[src/rtl/push_fifo.sv]
// push_fifo
//
// Single-clock first-word-fall-through FIFO placed directly after the RS-232
// receiver. Bytes arrive on a push interface and leave on a pop interface
// whose head word is always visible on odata. iafull feeds the receiver's
// almost-full (RTS) input. AFULL_SLACK leaves enough free slots to absorb the
// bytes the remote end still sends after RTS drops.
//
// Parameters
//   DATA_WIDTH   word width
//   ADDR_WIDTH   log2 of depth (DEPTH = 2**ADDR_WIDTH), legal 2..10
//   AFULL_SLACK  free-slot threshold for iafull, legal 1..DEPTH-1
//
// Ports
//   clock     in   rising-edge clock
//   resetn    in   asynchronous active-low reset
//   idata     in   push data
//   iwrite    in   push strobe, one word per cycle
//   ifull     out  no free slot; a push this cycle is dropped
//   iafull    out  occupancy >= DEPTH-AFULL_SLACK
//   odata     out  head word, valid while oempty=0
//   oempty    out  FIFO holds no words
//   oread     in   pop strobe, consumes head at this edge
//   ocount    out  occupancy 0..DEPTH
//   overflow  out  sticky, set by a push while ifull=1
module push_fifo #(
    parameter int DATA_WIDTH  = 8,
    parameter int ADDR_WIDTH  = 4,
    parameter int AFULL_SLACK = 4
) (
    input  logic                  clock,
    input  logic                  resetn,
    input  logic [DATA_WIDTH-1:0] idata,
    input  logic                  iwrite,
    output logic                  ifull,
    output logic                  iafull,
    output logic [DATA_WIDTH-1:0] odata,
    output logic                  oempty,
    input  logic                  oread,
    output logic [ADDR_WIDTH:0]   ocount,
    output logic                  overflow
);

    localparam int DEPTH = 2 ** ADDR_WIDTH;
    localparam int AFULL_LEVEL = DEPTH - AFULL_SLACK;
    localparam logic [ADDR_WIDTH:0] C_DEPTH = DEPTH[ADDR_WIDTH:0];
    localparam logic [ADDR_WIDTH:0] C_AFULL = AFULL_LEVEL[ADDR_WIDTH:0];
    localparam logic [ADDR_WIDTH:0] C_ZERO  = '0;

    // Storage array is deliberately not reset; odata is don't-care while empty.
    logic [DATA_WIDTH-1:0] r_mem [DEPTH];

    logic [ADDR_WIDTH-1:0] r_wptr;
    logic [ADDR_WIDTH-1:0] r_rptr;
    logic [ADDR_WIDTH:0]   r_count;
    logic                  r_full;
    logic                  r_empty;
    logic                  r_afull;
    logic                  r_overflow;

    logic                  w_do_write;
    logic                  w_do_read;
    logic [ADDR_WIDTH:0]   w_count_next;

    // Both strobes are gated by the registered flags, so a push while full is
    // dropped even when a pop frees a slot at the same edge.
    assign w_do_write = iwrite && !r_full;
    assign w_do_read  = oread  && !r_empty;

    always_comb begin
        w_count_next = r_count;
        case ({w_do_write, w_do_read})
            2'b10:   w_count_next = r_count + 1'b1;
            2'b01:   w_count_next = r_count - 1'b1;
            default: w_count_next = r_count;
        endcase
    end

    always_ff @(posedge clock) begin
        if (w_do_write) begin
            r_mem[r_wptr] <= idata;
        end
    end

    // Flags are loaded from count_next so they change at the same edge as the
    // operation that causes them.
    always_ff @(posedge clock or negedge resetn) begin
        if (!resetn) begin
            r_wptr     <= '0;
            r_rptr     <= '0;
            r_count    <= '0;
            r_full     <= 1'b0;
            r_empty    <= 1'b1;
            r_afull    <= 1'b0;
            r_overflow <= 1'b0;
        end else begin
            if (w_do_write) begin
                r_wptr <= r_wptr + 1'b1;
            end
            if (w_do_read) begin
                r_rptr <= r_rptr + 1'b1;
            end
            if (iwrite && r_full) begin
                r_overflow <= 1'b1;
            end
            r_count <= w_count_next;
            r_full  <= (w_count_next == C_DEPTH);
            r_empty <= (w_count_next == C_ZERO);
            r_afull <= (w_count_next >= C_AFULL);
        end
    end

    assign odata    = r_mem[r_rptr];
    assign ifull    = r_full;
    assign oempty   = r_empty;
    assign iafull   = r_afull;
    assign ocount   = r_count;
    assign overflow = r_overflow;

endmodule

[config.mk]
export PLATFORM = sky130hd
export DESIGN_NAME = push_fifo
export DESIGN_NICKNAME = d
export VERILOG_FILES = /design/src/rtl/push_fifo.sv
export SDC_FILE = /design/constraint.sdc
export NUM_CORES = 1
export LEC_CHECK = 0
export ABC_AREA = 1
export ABC_CLOCK_PERIOD_IN_PS = 3400
export BUFFER_PORTS_ARGS = -buffer_cell sky130_fd_sc_hd__buf_2
export CORE_ASPECT_RATIO = 0.7
export CORE_UTILIZATION = 44
export DETAILED_ROUTE_END_ITERATION = 16
export GPL_TIMING_DRIVEN = 0
export SYNTH_ARGS = -nofsm -noshare
export SYNTH_HDL_FRONTEND = slang
export SYNTH_SLANG_ARGS = --single-unit
[constraint.sdc]
create_clock -name clock -period 3.4 [get_ports clock]
set_input_delay 0.68 -clock clock [delete_from_list [all_inputs] [get_ports clock]]
set_output_delay 0.68 -clock clock [all_outputs]
set_load 0.03 [all_outputs]
==> metrics.cfg, run 1 <==
[global_routing]
antenna_found_initial=0
grt_use_total=0.2320
grt_overflow=0
grt_pass1_vias=3834
grt_pass1_wl_um=22970
grt_start_max_net_pins=18

[clock_network]
ctsHoldBuffers=0
clock_latency_ps=420
htreeDepth=4
clockBufferDepth=2
cts_buffers=17
ctsResizeCount=0
cts_sinks=145
cts_tree=yes
root_buffer=clkbuf_16
path_clk_slew_ps=60
cts_setup_buffers=0

[power]
max-vdd-ir-drop_mv=0.5841
power.density_mw_per_mm2=976.6
p_leak_uw=0.002543

[die]
fp.dieH_um=100.2
core-area_mm2=0.01331
die_x_um=142.3
row_count=35
start_util=0.4553
die-area_mm2=0.01426
io-pin-count=29

[worst_setup_path]
crit_fanout=10
crit_buf_inv=2
cp.arrival_ps=2460
worst_path_largest_cell_delay_ps=520
cp.required_ps=2720
crit_type=reg -> out
worstPathCellList=clkbuf_1, o21ai_0, o211ai_1, nand3_1, nand2_1, buf_2
cpMaxStageDelayCell=clkbuf_1
critPathLaunchType=register
endpoint_kind=primary output
path_delay_family=buffers and inverters

[worst_hold_path]
min_path_type=in -> async

[synth]
synthTopCellsByArea=edfxtp_1 63%, nor2_1 7.2%, dfrtp_1 6.6%
synth-seq-cells=145
synth_cell_type_count=28
avgSynthCellArea_um2=12.00
synth_top_cell_by_area=edfxtp_1
synth_cells=505
async_reset_ff_frac=0.1172
synth_most_common_cell=edfxtp_1
synth_area_mm2=0.006061
synth.top_cells.by_count=128 x edfxtp_1, 116 x nor2_1, 45 x o21ai_0
syn_nets=526
yosys_most_used_dff=edfxtp_1
synth_edf_count=128
netlist.area_leader.share=0.6342
synth_seq_area_share=0.7046
ys_warn_count=0

[sta]
tightestPinTransition_ps=845.8
slew_headroom=0.4341
final_hold_viol_count=0
period_share=0.9247
setup_viol=0
rsz0062_at_grt=no
maxSlewViolCount=0
fmax_mhz=318.1
fin_setup_tns_ps=0
finalClockSkew_ps=9.749
fin_crit_ps=3144
setup_slack_ps=256.1

[detailed_routing]
drc=0
drtAntennaViolNets=0
drtPass1Iterations=5
routed_via_density=5.444
wl_per_cell_um=20.58
num_vias=4083
routed_wirelength_um=15440
drt-initial-drc-count=408

[placed_design]
place_inst=718
dp_hpwl_um=10460
dp_slack_ps=580.7
io_buffers=28
routabilityCongestion=0.8742

[final_layout]
syn_to_final_growth_pct=15.92
stdcell_count=750
final_nets=573
fillers=1185
drive_above_1_share=0.1469
insertedDiodeCount=0
utilization=0.5277

[job]
maxCapViolCount=0

[run_status]
outcome=finished clean

[worst reg2reg max path: cells and delay by family, from the launching register on]
family	cells	cell delay, ps
compound gates	1	200
fa+ha+maj	2	560
buf+inv	2	170
flops	1	390
simple gates	7	1020
[worst paths after layout]
kind                       depth (start not counted)  slack (ps)       from         to
max                                                6         260  r_rptr[0]   odata[4]
min                                                1         170     resetn  r_rptr[1]
max reg2reg                                       12         980      ifull      ifull
min reg2reg                                        1         490   overflow   overflow
max in group asynchronous                          1        2910     resetn     oempty
min in group clock                                 1         490   overflow   overflow
[cell families (layout without fill, tap and decap cells)]
family                     after synthesis  in the layout  synth area share
AOI/OAI and AO/OA                      110            110            0.1055
muxes                                    1              1          0.001858
and+or+nand+nor                        185            185            0.1214
xor gates and xnor gates                 8              8           0.01156
adders and majority gates                9              9           0.01858
DFF                                    145            145            0.7046
buffers and inverters                   47            107           0.03654
[metrics by stage]
| step | area, um^2 | hold WS (ps) | power [uW] |
|---|---|---|---|
| after floorplan | 6061 | 384.4 | 4089 |
| after global routing | 7025 | 198.7 | 7201 |
| after global placement | 6432 | 434.6 | 4933 |
| final | 7025 | 173.6 | 6861 |
| after CTS | 7025 | 189.0 | 6842 |
| after detailed placement | 6432 | 484.2 | 4971 |
[power breakdown]
group / internal (uW) / leakage, uW / total [uW] / switching, uW
clock: 1150 / 0.000288 / 1890 / 736
sequential: 2200 / 0.00136 / 2330 / 129
combinational: 740 / 0.000899 / 2640 / 1900
[sequential cells by signal, summed over array words and instances, names as in the netlist]
register,flops
overflow,1
r_rptr,4
oempty,1
ocount,5
r_wptr,4
iafull,1
ifull,1
r_mem,128
[layout make-up]
class,instances,area (um^2),share of cell area
inverter,23,88.84,0.01264
sequential,145,4270,0.6078
timing repair buffer,28,140.1,0.01995
buffer,24,132.6,0.01888
tap,185,231.5,0.03295
clock buffer,18,429.2,0.06109
clock inverter,14,163.9,0.02333
multi-input combinational,313,1569,0.2233
[routing by layer]
metal / vias up / global-route usage / share of wire / wire length (um)
li1: 1888 / - / - / -
met1: 2012 / 0.3429 / 0.47 / 7185
met2: 161 / 0.3488 / 0.44 / 6826
met5: - / 0 / 0 / 0
met3: 22 / 0.05153 / 0.079 / 1216
met4: 0 / 0.05707 / 0.013 / 207
[cell usage in the layout (no fill, tap or decap), types with 2 or more instances in the layout]
cell type	instances
buf_6	4
buf_2	38
xor2_1	7
o211ai_1	32
nand2_1	43
inv_6	2
clkinv_1	2
clkbuf_16	17
a21oi_1	2
bufinv_16	3
clkinv_2	4
inv_1	18
dfrtp_1	16
o21ai_1	28
ha_1	9
nor2_1	116
clkinvlp_4	2
nor2_2	3
clkbuf_1	11
edfxtp_1	128
o21ai_0	45
nand4_1	2
nand3_1	19
clkinv_4	2
inv_2	3
Note: power is estimated with default switching activity, not from simulation.
==> inputs of run 2 (changes only) <==
- BUFFER_PORTS_ARGS: -buffer_cell sky130_fd_sc_hd__buf_2 -> -buffer_cell sky130_fd_sc_hd__clkbuf_2
==> metrics.cfg, run 2 (same netlist as run 1, synthesis figures left out) <==
[run_status]
outcome=finished clean  ; unchanged

[die]
io-pin-count=29  ; unchanged
die_x_um=142.3  ; unchanged
fp.dieH_um=100.2  ; unchanged
row_count=35  ; unchanged
die-area_mm2=0.01426  ; unchanged
core-area_mm2=0.01331  ; unchanged
start_util=0.4553  ; unchanged

[worst_setup_path]
endpoint_kind=primary output  ; unchanged
r2r_cells=12  ; unchanged
cp.required_ps=2720  ; about the same
critPathLaunchType=register  ; unchanged
crit_fanout=10  ; unchanged
cp.arrival_ps=2460  ; about the same
crit_type=reg -> out  ; unchanged

[final_layout]
final_common_cell=edfxtp_1  ; unchanged
syn_to_final_growth_pct=16.35  ; was 15.92%
drive_above_1_share=0.1451  ; was 0.1469
final_nets=573  ; unchanged
layout_common_cells=128 x edfxtp_1, 116 x nor2_1, 45 x o21ai_0, 43 x nand2_1, 32 x o211ai_1  ; was 128 x edfxtp_1, 116 x nor2_1, 45 x o21ai_0, 43 x nand2_1, 38 x buf_2
utilization=0.5297  ; was 0.5277
fillers=1171  ; was 1185
insertedDiodeCount=0  ; unchanged
seqCellArea_mm2=0.004270  ; unchanged
multiInputGateArea_mm2=0.001569  ; unchanged
largest_register_ffs=128  ; unchanged
regMostFlops=r_mem  ; unchanged
design_area_mm2=0.007052  ; was 0.007025 mm^2

[clock_network]
path_clk_slew_ps=60  ; about the same
htreeDepth=4  ; unchanged
root_buffer=clkbuf_16  ; unchanged
ctsResizeCount=0  ; unchanged
clock_latency_ps=420  ; about the same
clockBufferDepth=2  ; unchanged
cts_tree=yes  ; unchanged
cts_setup_buffers=0  ; unchanged
ctsHoldBuffers=0  ; unchanged
cts_buffers=17  ; unchanged
cts_sinks=145  ; unchanged

[sta]
fin_crit_ps=3142  ; was 3144 ps
tightestPinTransition_ps=853.3  ; was 845.8 ps
period_share=0.9242  ; was 0.9247
maxSlewViolCount=0  ; unchanged
rsz0062_at_grt=no  ; unchanged
fin_setup_tns_ps=0  ; unchanged
final_hold_viol_count=0  ; unchanged
whs_ps=187.6  ; was 173.6 ps
slew_headroom=0.4290  ; was 0.4341
finalClockSkew_ps=8.030  ; was 9.749 ps
setup_viol=0  ; unchanged
fmax_mhz=318.2  ; was 318.1 MHz

[job]
maxCapViolCount=0  ; unchanged

[power]
clkPwrFrac=0.283  ; was 0.275
switching_share=0.3985  ; was 0.4031
p_sw_uw=2764  ; was 2765 uW
power.density_mw_per_mm2=983.7  ; was 976.6 mW/mm^2
p_int_uw=4173  ; was 4095 uW
pwr-share-seq=0.336  ; was 0.340
max-vdd-ir-drop_mv=0.5051  ; was 0.5841 mV
p_leak_uw=0.002549  ; was 0.002543 uW
power_frac_comb=0.381  ; was 0.385

[worst_hold_path]
min_path_type=in -> async  ; unchanged

[placed_design]
dp_hpwl_um=10490  ; was 10460 um
routabilityCongestion=0.8769  ; was 0.8742
io_buffers=28  ; unchanged
post_dp_cell_area_mm2=0.006432  ; unchanged

[global_routing]
grt_pass1_wl_um=23350  ; was 22970 um
grt_overflow=0  ; unchanged
antenna_found_initial=0  ; unchanged
grt_start_max_net_pins=18  ; unchanged
grt_pass1_vias=3858  ; was 3834
grt_use_total=0.2376  ; was 0.2320

[detailed_routing]
drt-initial-drc-count=389  ; was 408
routed_via_density=5.396  ; was 5.444
num_vias=4047  ; was 4083
drtPass1Iterations=5  ; unchanged
wl_per_cell_um=20.55  ; was 20.58 um
drc=0  ; unchanged
routed_wirelength_um=15410  ; was 15440 um
drtAntennaViolNets=0  ; unchanged

## run 2: changes by cell type in the layout (fill, tap and decap cells not counted)
cell        delta
buf_2         -28
clkbuf_2      +28
clkinv_2       -3
clkbuf_1       +2
bufinv_16      +1
clkinv_1       -1
clkinvlp_4     +1
## run 2: worst max-delay path, stage by stage (launching register included)
cell and delay (ps):
dfrtp_1 460, clkbuf_1 520, o21ai_0 180, o211ai_1 270
nand3_1 220, nand2_1 160, clkbuf_2 210
## run 2: worst paths after layout
kind                           start        end  slack, ps
max                        r_rptr[0]   odata[4]        260
min                           resetn  ocount[4]        190
max reg2reg                    ifull     oempty        930
min reg2reg                 overflow   overflow        460
max in group asynchronous     resetn     oempty       2870
min in group clock          overflow   overflow        460
## run 2: final cells by class
| class | instances | area share |
|---|---|---|
| Tap cell | 185 | 0.03282 |
| Clock buffer | 20 | 0.06192 |
| Sequential cell | 145 | 0.6056 |
| Timing Repair Buffer | 28 | 0.01987 |
| Clock inverter | 12 | 0.02590 |
| Inverter | 23 | 0.01260 |
| Buffer | 24 | 0.01881 |
| Multi-Input combinational cell | 313 | 0.2225 |
## run 2: metrics by stage
step           std cells  setup slack, ps  power (uW)
6_report             750            257.7        6937
3_5_place_dp         718            570.5        4981
2_1_floorplan        505             1038        4089
5_1_grt              750            137.5        7320
3_3_place_gp         718            613.7        4937
4_1_cts              750            306.4        6939
## run 2: power groups by stage
stage | Sequential, uW | Clock (uW) | Combinational, uW
after global placement | 2360 | 0 | 2580
after CTS | 2330 | 1980 | 2630
after global routing | 2360 | 2050 | 2910
after floorplan | 2430 | 0 | 1650
after detailed placement | 2370 | 0 | 2610
final | 2330 | 1960 | 2640
## run 2: metal layers
| metal | global-route usage | part of all wire | vias to the layer above |
|---|---|---|---|
| li1 | - | - | 1889 |
| met1 | 0.3545 | 0.47 | 2002 |
| met2 | 0.3375 | 0.43 | 136 |
| met3 | 0.06011 | 0.078 | 20 |
| met4 | 0.08023 | 0.015 | 0 |
| met5 | 0 | 0 | - |
